File: src/rtl/usart_pkg.sv
// Shared definitions for the USART serial path (used by both the RX and TX sides).
package usart_pkg;
    localparam int DEF_CLKS_PER_BIT = 16;
    localparam int DEF_DATA_BITS    = 8;
    localparam int MAX_DATA_BITS    = 9;

    typedef enum logic [2:0] {
        ST_IDLE,
        ST_START,
        ST_DATA,
        ST_PARITY,
        ST_STOP,
        ST_WAIT_IDLE
    } usart_state_t;

    // Narrower words are zero-extended by the caller, which leaves the parity unchanged.
    function automatic logic even_parity(input logic [MAX_DATA_BITS-1:0] data);
        return ^data;
    endfunction
endpackage

File: src/rtl/usart_rx_sync.sv
// Two-flop synchroniser for the asynchronous serial line; resets to the idle level (1).
module usart_rx_sync (
    input  logic clk,
    input  logic rst_n,
    input  logic async_line,
    output logic sync_line
);
    logic sync1_reg;
    logic sync2_reg;

    always_ff @(posedge clk or negedge rst_n) begin
        if (!rst_n) begin
            sync1_reg <= 1'b1;
            sync2_reg <= 1'b1;
        end else begin
            sync1_reg <= async_line;
            sync2_reg <= sync1_reg;
        end
    end

    assign sync_line = sync2_reg;
endmodule

File: src/rtl/usart_rx.sv
// UART receiver: start-bit validation, mid-bit sampling, optional even parity,
// and a one-entry holding register with a VALID/ACK handshake.
module usart_rx
    import usart_pkg::*;
#(
    parameter int CLKS_PER_BIT = DEF_CLKS_PER_BIT,
    parameter int DATA_BITS    = DEF_DATA_BITS,
    parameter int PARITY_EN    = 0
) (
    input  logic                 CLK,
    input  logic                 RESET,
    input  logic                 RX_IN,
    output logic [DATA_BITS-1:0] RX_DATA,
    output logic                 RX_VALID,
    input  logic                 RX_ACK,
    output logic                 FRAME_ERR,
    output logic                 PARITY_ERR,
    output logic                 OVERRUN,
    output logic                 BUSY
);
    localparam int H     = CLKS_PER_BIT / 2;
    localparam int CNT_W = $clog2(CLKS_PER_BIT);
    localparam int IDX_W = $clog2(DATA_BITS + 1);

    localparam logic [CNT_W-1:0] CNT_MID  = CNT_W'(H - 1);
    localparam logic [CNT_W-1:0] CNT_END  = CNT_W'(CLKS_PER_BIT - 1);
    localparam logic [IDX_W-1:0] IDX_LAST = IDX_W'(DATA_BITS - 1);

    logic line;

    usart_state_t state_reg, state_next;
    logic [CNT_W-1:0] cnt_reg, cnt_next;
    logic [IDX_W-1:0] idx_reg, idx_next;
    logic [DATA_BITS-1:0] shift_reg;
    logic perr_reg;

    logic shift_en;
    logic parity_en;
    logic stop_en;

    logic [DATA_BITS-1:0] data_reg;
    logic valid_reg;
    logic ferr_reg;
    logic perr_hold_reg;
    logic ovr_reg;

    usart_rx_sync u_sync (
        .clk        (CLK),
        .rst_n      (RESET),
        .async_line (RX_IN),
        .sync_line  (line)
    );

    always_ff @(posedge CLK or negedge RESET) begin
        if (!RESET) begin
            state_reg <= ST_IDLE;
        end else begin
            state_reg <= state_next;
        end
    end

    // Every sampling state clears the counter at its sample point, so it never wraps.
    always_comb begin
        state_next = state_reg;
        cnt_next   = cnt_reg + CNT_W'(1);
        idx_next   = idx_reg;
        shift_en   = 1'b0;
        parity_en  = 1'b0;
        stop_en    = 1'b0;
        case (state_reg)
            ST_IDLE: begin
                cnt_next = '0;
                if (!line) begin
                    state_next = ST_START;
                end
            end
            ST_START: begin
                if (cnt_reg == CNT_MID) begin
                    cnt_next   = '0;
                    idx_next   = '0;
                    state_next = line ? ST_IDLE : ST_DATA;
                end
            end
            ST_DATA: begin
                if (cnt_reg == CNT_END) begin
                    cnt_next = '0;
                    shift_en = 1'b1;
                    idx_next = idx_reg + IDX_W'(1);
                    if (idx_reg == IDX_LAST) begin
                        state_next = (PARITY_EN != 0) ? ST_PARITY : ST_STOP;
                    end
                end
            end
            ST_PARITY: begin
                if (cnt_reg == CNT_END) begin
                    cnt_next   = '0;
                    parity_en  = 1'b1;
                    state_next = ST_STOP;
                end
            end
            ST_STOP: begin
                if (cnt_reg == CNT_END) begin
                    cnt_next   = '0;
                    stop_en    = 1'b1;
                    state_next = line ? ST_IDLE : ST_WAIT_IDLE;
                end
            end
            ST_WAIT_IDLE: begin
                cnt_next = '0;
                if (line) begin
                    state_next = ST_IDLE;
                end
            end
            default: begin
                cnt_next   = '0;
                state_next = ST_IDLE;
            end
        endcase
    end

    always_ff @(posedge CLK or negedge RESET) begin
        if (!RESET) begin
            cnt_reg   <= '0;
            idx_reg   <= '0;
            shift_reg <= '0;
            perr_reg  <= 1'b0;
        end else begin
            cnt_reg <= cnt_next;
            idx_reg <= idx_next;
            if (shift_en) begin
                shift_reg <= {line, shift_reg[DATA_BITS-1:1]};
            end
            if (parity_en) begin
                perr_reg <= even_parity(MAX_DATA_BITS'(shift_reg)) ^ line;
            end
        end
    end

    // A load on the stop edge takes priority over an ACK arriving on the same edge.
    always_ff @(posedge CLK or negedge RESET) begin
        if (!RESET) begin
            data_reg      <= '0;
            valid_reg     <= 1'b0;
            ferr_reg      <= 1'b0;
            perr_hold_reg <= 1'b0;
            ovr_reg       <= 1'b0;
        end else if (stop_en) begin
            if (!valid_reg || RX_ACK) begin
                data_reg      <= shift_reg;
                ferr_reg      <= !line;
                perr_hold_reg <= perr_reg;
                valid_reg     <= 1'b1;
            end else begin
                ovr_reg <= 1'b1;
            end
        end else if (valid_reg && RX_ACK) begin
            valid_reg     <= 1'b0;
            ferr_reg      <= 1'b0;
            perr_hold_reg <= 1'b0;
            ovr_reg       <= 1'b0;
        end
    end

    assign RX_DATA    = data_reg;
    assign RX_VALID   = valid_reg;
    assign FRAME_ERR  = ferr_reg;
    assign PARITY_ERR = perr_hold_reg;
    assign OVERRUN    = ovr_reg;
    assign BUSY       = (state_reg != ST_IDLE);
endmodule

File: config.mk
export PLATFORM = sky130hd
export DESIGN_NAME = usart_rx
export DESIGN_NICKNAME = d
export VERILOG_FILES = /design/src/rtl/usart_pkg.sv /design/src/rtl/usart_rx_sync.sv /design/src/rtl/usart_rx.sv
export SDC_FILE = /design/constraint.sdc
export NUM_CORES = 1
export LEC_CHECK = 0
export ABC_CLOCK_PERIOD_IN_PS = 2400
export BUFFER_PORTS_ARGS = -buffer_cell sky130_fd_sc_hd__buf_2
export CORE_MARGIN = 2
export CORE_UTILIZATION = 55
export DETAILED_ROUTE_END_ITERATION = 16
export GPL_ROUTABILITY_DRIVEN = 0
export PLACE_DENSITY_LB_ADDON = 0.2
export SKIP_LAST_GASP = 1
export SYNTH_ARGS = -nofsm -noshare
export SYNTH_HDL_FRONTEND = slang
export SYNTH_HIERARCHICAL = 1
export SYNTH_SLANG_ARGS = --single-unit
File: constraint.sdc
create_clock -name CLK -period 2.4 [get_ports CLK]
set_clock_uncertainty 0.2 [all_clocks]
set_input_delay 0.48 -clock CLK [delete_from_list [all_inputs] [get_ports CLK]]
set_output_delay 0.48 -clock CLK [all_outputs]
set_load 0.02 [all_outputs]
==> impl_results.md, run 1 <==
* Setup-failing EPs final at 0
* NumNets Final at 151
* EDFF count, synth at 0
* Leak at roughly 0.86 nW
* Post-synthesis mux area share at 0.1387
* H-tree depth at 2
* Register-to-Register Setup Slack at 370 ps
* Leading area contributor after synthesis: dfrtp_1
* Failing checks: hold timing
* Via density at 5.548
* Num rows at 19
* Cell Area, Synth at 0.001560 mm²
* Simple-Gate Fraction of Synth Area at 0.1235
* Worst-margin pin slew at 724.1 ps
* Ys async rst share at 1.000
* Antenna Cells at 0
* First-pass DRT Iterations at 4
* Die Ht at between 50 and 60 µm
* Max frequency at about 0.47 GHz
* Post-route DRC violation count at 0
* First-pass GRT wire length at 4457 µm
* Port buffer count at 16
* Hold buffer count at CTS at 0
* Core area at 0.002734 mm²
* Kind of critical path: reg -> out
* Max FO, Critical Path at 15
* Register area share after synthesis at 0.5469
* Synth cell types at 38
* Complex-gate fraction of the synthesized area at 0.08581
* Vias in the first global route at 943
* Ranking of synthesized cells by area: dfrtp_1 51%, mux2_2 12%, dfstp_2 3.4%
* Final slew viol count at 0
* RSZ-0062 raised after global routing: no
* Cells after Synth at 128
* Post-Synth XOR/XNOR Area at 0.05934
* Combinational family with the most area after synthesis: multiplexers
* Yosys warns at 6
* Critical path launch point type: flop
* Gr ovfl total at 0
* Worst-path clk slew at 100 ps
* Detailed Place HPWL at 1795 µm
* Number of DRC markers in iteration 0 at 38
* Vias at 982
* Min-delay worst type: in -> async
* Setup TNS at 0 ps
* Initial core utilization at 0.5707
* Worst R2R Start: state_reg[1]
* Critical path arrival at 1450 ps
* Mapped Nets at 134
* Clock Latency Late Sink at 340 ps
* # IOs at 17
* Buffer count from post-CTS setup fixing at 0
* Routed Antenna Nets at 0
* Count leader, synth: dfrtp_1
* Outcome: finished, violations left
* Smallest hold slack at -10.71 ps
* Req. time, crit path at around 1700 ps
* Routed WL at 2553 µm
* R2R depth at 4
* Clock Path Buffers at 2
* Dominant synthesized flop cell: dfrtp_1
* Flops & latches, synth at 34
* Most instantiated cells after synthesis: 32 x dfrtp_1, 17 x mux2_2, 9 x o21ai_0
* Crit path launch: state_reg[1]
* CTS Buf Count at 5
* Layout cell share with drive strength beyond 1 at 0.3219
* Resize count post-CTS at 0
* Adder-cell area share of the yosys netlist at 0.01604
* Initial antenna violation count at 0
* Worst relative slew slack at 0.5173
* Min cycle time layout at 2132 ps
* Die W at 57.26 µm
* Layout area overhead at 8.901%
* CP Capture Type: output pin
* Final hold viol count at 24
* Worst Setup EP: BUSY
* Max-cap violations at 0
* Maximum VDD drop at approximately 0.00050 V
* Syn Area/Cell at 12.19 µm²
* Period utilization at 0.8882
* CTS sink cnt at 34
* TritonCTS clock tree: built
* Pwr Density at 734.0 mW/mm²
* Routed length per instance at 14.42 µm
* Tot GR Track Use at 0.1843
* Die area at between 0.003 and 0.004 mm²
* Largest net degree at the start of global routing at 35
* Area share of the largest cell type after synthesis at 0.5132
* CTS root buf: clkbuf_4
* FF-to-FF End: state_reg[0]
* Total power at 0.001247 W
## metrics by stage
step | util | hold WS, ps | cell area (µm²) | setup WS (ps) | cells
final | 0.6215 | -10.71 | 1699 | 268.3 | 177
after global routing | 0.6215 | 3.650 | 1699 | 180.1 | 177
after detailed placement | 0.6000 | 147.2 | 1640 | 385.0 | 169
after CTS | 0.6215 | 2.098 | 1699 | 253.7 | 177
after global placement | 0.6000 | 148.2 | 1640 | 427.4 | 169
after floorplan | - | -15.59 | 1560 | 451.7 | 128
## how the worst min path moves through the flow
stage / depth (start not counted) / startpoint / endpoint
2_1_floorplan: 0 / RESET / FRAME_ERR
5_1_grt: 1 / RX_IN / u_sync/sync1_reg
4_1_cts: 1 / RESET / RX_DATA[5]
6_report: 1 / RESET / idx_reg[1]
3_5_place_dp: 0 / u_sync/sync1_reg / u_sync/sync_line
3_3_place_gp: 0 / u_sync/sync1_reg / u_sync/sync_line
## cell type report
type                       count  area [µm²]
clock buffer                   5       37.54
clock inverter                 3       21.27
fill                         231        1035
inverter                       2       7.507
multi-input combinational     86       660.6
sequential                    34       853.3
tap                           31       38.79
timing repair buffer          16       80.08
## power breakdown
part | switching (W) | total, W | internal [W]
Clock | 0.000198 | 0.000311 | 0.000114
Combinational | 0.000132 | 0.000254 | 0.000122
Sequential | 0.0000668 | 0.000682 | 0.000615
## layer usage
| layer | up-vias | global-route usage | routed length, µm |
|---|---|---|---|
| met3 | 2 | 0.07029 | 107 |
| met2 | 18 | 0.2791 | 1246 |
| met1 | 480 | 0.2481 | 1181 |
| met4 | 0 | 0.05980 | 19 |
| met5 | - | 0 | 0 |
| li1 | 482 | - | - |
## cell families after synthesis
family                     after synthesis
xor gates and xnor gates                 9
adders and majority gates                2
buffers and inverters                    8
DFF                                     34
AOI/OAI and AO/OA                       21
muxes                                   19
and+or+nand+nor                         35
## cell usage in the layout (no fill, tap or decap), types with 3 or more instances in the layout
cell type  count
o21ai_0        9
nand2b_1       4
mux2_2        17
nor2b_1        3
nand2_1        4
nand3_1        3
buf_2         16
dfrtp_1       32
xnor2_1        6
clkbuf_4       5
and3_1         3
nor2_1         8
## worst max-delay path, cell delays in order, from the launching register on
cell,delay [ps]
dfrtp_1,520
or3_1,430
buf_2,180
Power figures use the tool's default switching activity.
==> run 2, diff against run 1 <==
Settings changed: CORE_UTILIZATION 55 to 57.
==> impl_results.md, run 2 (same netlist as run 1, synthesis figures left out) <==
* Final slew viol count at 0 (unchanged)
* Layout area overhead at 8.340%
* Routed length per instance at 14.39 µm (-0.26%)
* Initial core utilization at 0.6131 (+0.04237)
* First-pass GRT wire length at 4416 µm (-0.92%)
* Max FO, Critical Path at 15 (unchanged)
* Routed Antenna Nets at 0 (unchanged)
* NumNets Final at 151 (unchanged)
* Smallest hold slack at -9.110 ps (+1.595 ps)
* Max frequency at 0.4672 GHz (-0.42%)
* Worst-path clk slew at 100 ps (about the same)
* Hold buffer count at CTS at 0 (unchanged)
* Delay-heaviest family, CP: flip-flops
* Final hold viol count at 9 (-63%)
* Clock Power Share at 0.236 (-0.014)
* Vias in the first global route at 986 (+4.6%)
* Critical path launch point type: flop
* Psw at 0.0003877 W (-2.3%)
* Clock Path Buffers at 2 (unchanged)
* Kind of critical path: reg -> out
* CP Capture Type: output pin
* Min-delay worst type: in -> async
* R2R depth at 4 (unchanged)
* CTS root buf: clkbuf_4
* Setup TNS at 0 ps (unchanged)
* Antenna Cells at 0 (unchanged)
* Number of DRC markers in iteration 0 at 12 (-68%)
* Critical path depth at 2 (unchanged)
* TritonCTS clock tree: built
* Comb pwr share at 0.211 (+0.007)
* Critical path arrival at 1460 ps (about the same)
* Die Ht at 56.32 µm (-1.6%)
* Most common cell after layout, fill and taps aside: dfrtp_1
* Post-route DRC violation count at 0 (unchanged)
* # IOs at 17 (unchanged)
* Max incr delay on CP at 520 ps (about the same)
* Resize count post-CTS at 0 (unchanged)
* Routed WL at 2532 µm (-0.82%)
* Port buffer count at 16 (unchanged)
* CTS sink cnt at 34 (unchanged)
* Num rows at 18 (-1)
* H-tree depth at 2 (unchanged)
* Buffer count from post-CTS setup fixing at 0 (unchanged)
* Worst-margin pin slew at 727.4 ps (+3.372 ps)
* First-pass DRT Iterations at 4 (unchanged)
* Period utilization at 0.8919 (+0.003708)
* CTS Buf Count at 5 (unchanged)
* Clock Latency Late Sink at 330 ps (about the same)
* Setup-failing EPs final at 0 (unchanged)
* Via density at 5.670 (+2.2%)
* Largest net degree at the start of global routing at 35 (unchanged)
* Die area at 0.003172 mm² (-3.3%)
* Seq pwr share at 0.553 (+0.006)
* Maximum VDD drop at 0.0005903 V (+18%)
* Most frequent cells in the layout: 32 x dfrtp_1, 17 x mux2_2, 16 x buf_2
* Critical path, cell by cell: or3_1 > buf_2
* Worst relative slew slack at 0.5150 (-0.002248)
* Slowest cell on crit path: dfrtp_1
* Min cycle time layout at 2141 ps (+8.900 ps)
* Layout cell share with drive strength beyond 1 at 0.3151 (-0.006849)
* Failing checks: hold timing
* Core area at 0.002545 mm² (-6.9%)
* Fillers at 203 (-12%)
* Internal cell power at 0.0008490 W (-0.15%)
* Die W at 56.32 µm (-1.6%)
* Initial antenna violation count at 0 (unchanged)
* Switching Share at 0.3135 (-0.004698)
* Detailed Place HPWL at 1752 µm (-2.4%)
* Outcome: finished, violations left
* Req. time, crit path at 1720 ps (about the same)
* RSZ-0062 raised after global routing: no
* Leak at 0.8632 nW (about the same)
* Tot GR Track Use at 0.1785 (-0.005806)
* Vias at 998 (+1.6%)
* Pwr Density at 731.7 mW/mm² (-0.32%)
* Max-cap violations at 0 (unchanged)
* Buf/Inv on CP at 1 (unchanged)
* Gr ovfl total at 0 (unchanged)
[run 2: per-stage QoR]
stage / cells / total power, W / util / instance area [µm²] / setup slack (ps)
after global routing: 176 / 0.001304 / 0.6642 / 1690 / 198.0
final: 176 / 0.001237 / 0.6642 / 1690 / 259.4
after CTS: 176 / 0.001250 / 0.6642 / 1690 / 246.8
after detailed placement: 168 / 0.0009508 / 0.6441 / 1639 / 388.5
after global placement: 168 / 0.0009390 / 0.6441 / 1639 / 451.7
after floorplan: 128 / 0.0009173 / - / 1560 / 451.7
[run 2: layout make-up]
cell class,count,area (µm²),area share
Sequential cell,34,853.3,0.5048
Clock inverter,2,10.01,0.005922
Clock buffer,6,41.29,0.02443
Timing Repair Buffer,16,80.08,0.04737
Multi-Input combinational cell,86,660.6,0.3908
Inverter,2,7.507,0.004441
Tap cell,30,37.54,0.02221
[run 2: power by group through the flow]
stage | sequential (W) | combinational, W | clock [W]
5_1_grt | 0.000691 | 0.000291 | 0.000322
3_5_place_dp | 0.000693 | 0.000258 | 0
2_1_floorplan | 0.000650 | 0.000267 | 0
3_3_place_gp | 0.000688 | 0.000251 | 0
6_report | 0.000684 | 0.000261 | 0.000291
4_1_cts | 0.000682 | 0.000261 | 0.000307
[run 2: routing by layer]
metal | vias to the layer above | track usage | routed length, µm
met5 | - | 0 | 0
met4 | 0 | 0.08163 | 46
met3 | 6 | 0.04147 | 91
met2 | 17 | 0.2924 | 1229
met1 | 485 | 0.2242 | 1165
li1 | 490 | - | -
[run 2: path summary, 6_finish.rpt]
check	start	to	slack, ps
setup / recovery	state_reg[1]	BUSY	260
hold / removal	RESET	RX_DATA[1]	-9
setup reg to reg	state_reg[1]	state_reg[0]	380
hold reg to reg	u_sync/sync1_reg	u_sync/sync_line	160
max in group asynchronous	RESET	shift_reg[2]	1540
min in group CLK	RX_IN	u_sync/sync1_reg	40
==> run 3, diff against run 2 <==
Settings changed: RECOVER_POWER set to 50.
==> impl_results.md, run 3 (same netlist as run 1, synthesis figures left out) <==
* RSZ-0062 raised after global routing: no
* Largest net degree at the start of global routing at 35 (unchanged)
* Detailed Place HPWL at 1752 µm (unchanged)
* Number of DRC markers in iteration 0 at 12 (unchanged)
* CTS root buf: clkbuf_4
* Gr ovfl total at 0 (unchanged)
* Tot GR Track Use at 0.1785 (unchanged)
* Met3 WL at 89 µm (-2.2%)
* Die area at 0.003172 mm² (unchanged)
* Hold buffer count at CTS at 0 (unchanged)
* Final hold viol count at 0 (-9)
* Layout area overhead at 8.100%
* Hold Startpoint: RX_IN
* Max-cap violations at 1 (+1)
* Worst-path clk slew at 90 ps (about the same)
* Uppermost layer routed: met4
* Final core occ at 0.6627 (-0.001474)
* Critical path, cell by cell: or3_1 > buf_2
* Most frequent cells in the layout: 32 x dfrtp_1, 17 x mux2_2, 13 x buf_2
* Most common cell after layout, fill and taps aside: dfrtp_1
* Die W at 56.32 µm (unchanged)
* Hold Path Sink: u_sync/sync1_reg
* Min cycle time layout at 2141 ps (unchanged)
* Num rows at 18 (unchanged)
* Max FO, Critical Path at 15 (unchanged)
* Port buffer count at 16 (unchanged)
* Post-layout instance area at 0.001687 mm² (-0.22%)
* Initial antenna violation count at 0 (unchanged)
* DP Area at 0.001639 mm² (unchanged)
* TritonCTS clock tree: built
* Routed length per instance at 14.36 µm (-0.20%)
* Worst-margin pin slew at 1745 ps (+1018 ps)
* Routed WL at 2527 µm (-0.20%)
* # IOs at 17 (unchanged)
* Layout cell share with drive strength beyond 1 at 0.2945 (-0.02055)
* Register-to-Register Setup Slack at 380 ps (about the same)
* First-pass GRT wire length at 4416 µm (unchanged)
* Kind of critical path: reg -> out
* Max incr delay on CP at 520 ps (about the same)
* CTS Buf Count at 5 (unchanged)
* Resize count post-CTS at 0 (unchanged)
* Period utilization at 0.8919 (unchanged)
* Post-route DRC violation count at 0 (unchanged)
* NumNets Final at 151 (unchanged)
* Worst R2R Start: state_reg[1]
* Failing checks: capacitance limit, slew limit
* Outcome: finished, violations left
* R2R depth at 4 (unchanged)
* Total length of routed met2 wires at 1229 µm (unchanged)
* Routed Antenna Nets at 0 (unchanged)
* Setup TNS at 0 ps (unchanged)
* Slowest cell on crit path: dfrtp_1
* Max frequency at 0.4672 GHz (unchanged)
* Vias at 998 (unchanged)
* FF-to-FF End: state_reg[0]
* Critical path arrival at 1460 ps (about the same)
* Setup-failing EPs final at 0 (unchanged)
* Hold depth at 1
* Critical path launch point type: flop
* Maximum VDD drop at 0.0005903 V (about the same)
* Min-delay worst type: in -> reg
* CP Capture Type: output pin
* Final slew viol count at 35 (+35)
* Core area at 0.002545 mm² (unchanged)
* CTS sink cnt at 34 (unchanged)
* Clock Path Buffers at 2 (unchanged)
* Worst relative slew slack at -0.1633 (-0.6783)
* Antenna Cells at 0 (unchanged)
* H-tree depth at 2 (unchanged)
* Metal1 wirelength at 1161 µm (-0.34%)
* Req. time, crit path at 1720 ps (about the same)
* Vias in the first global route at 986 (unchanged)
* Die Ht at 56.32 µm (unchanged)
* Via density at 5.670 (unchanged)
* First-pass DRT Iterations at 4 (unchanged)
* Pwr Density at 733.0 mW/mm² (+0.19%)
* Clock Latency Late Sink at 330 ps (about the same)
* Leak at 0.8516 nW (-1.3%)
* Initial core utilization at 0.6131 (unchanged)
* Buffer count from post-CTS setup fixing at 0 (unchanged)
==> run 3: cell count changes in the layout (fill, tap and decap cells not counted) <==
cell and delta:
buf_2 -3, clkbuf_1 +3
==> run 3: worst max path at each step <==
| stage | endpoint | slack [ps] | start | cells after the start |
|---|---|---|---|---|
| global route | BUSY | 200 | state_reg[1] | 2 |
| floorplan | state_reg[0] | 450 | state_reg[0] | 6 |
| CTS | BUSY | 250 | state_reg[1] | 2 |
| global placement | state_reg[0] | 450 | state_reg[1] | 4 |
| detailed placement | RX_DATA[5] | 390 | cnt_reg[0] | 5 |
| finish | BUSY | 260 | state_reg[1] | 2 |
==> run 3: critical path: cells and delay by family, from the launching register on <==
kind          cells  cell delay, ps
simple gates      1             430
flops             1             520
buf+inv           1             180
==> run 3: cell type report <==
| class | instances | area [µm²] |
|---|---|---|
| clock inverter | 2 | 10.01 |
| clock buffer | 6 | 41.29 |
| sequential | 34 | 853.3 |
| inverter | 2 | 7.507 |
| multi-input combinational | 86 | 660.6 |
| timing repair buffer | 16 | 76.32 |
| tap | 30 | 37.54 |
| fill | 205 | 858.3 |
==> run 3: report_power, final <==
group          internal [W]  leakage, nW  total, W  switching, W
sequential         0.000615        0.453  0.000684     0.0000692
combinational      0.000122        0.367  0.000261      0.000139
clock              0.000111       0.0320  0.000291      0.000180
==> run 3: through the flow <==
| stage | hold slack, ps | instances | power, W | setup slack (ps) |
|---|---|---|---|---|
| after detailed placement | 149.7 | 168 | 0.0009508 | 388.5 |
| after floorplan | -15.59 | 128 | 0.0009173 | 451.7 |
| after global placement | 146.5 | 168 | 0.0009390 | 451.7 |
| after CTS | 11.26 | 176 | 0.001250 | 246.8 |
| after global routing | 28.68 | 176 | 0.001304 | 198.0 |
| final | 38.47 | 176 | 0.001236 | 259.4 |
==> run 3: routing by layer <==
metal,track usage,vias up
li1,-,490
met4,0.08163,0
met2,0.2924,17
met1,0.2242,485
met5,0,-
met3,0.04147,6
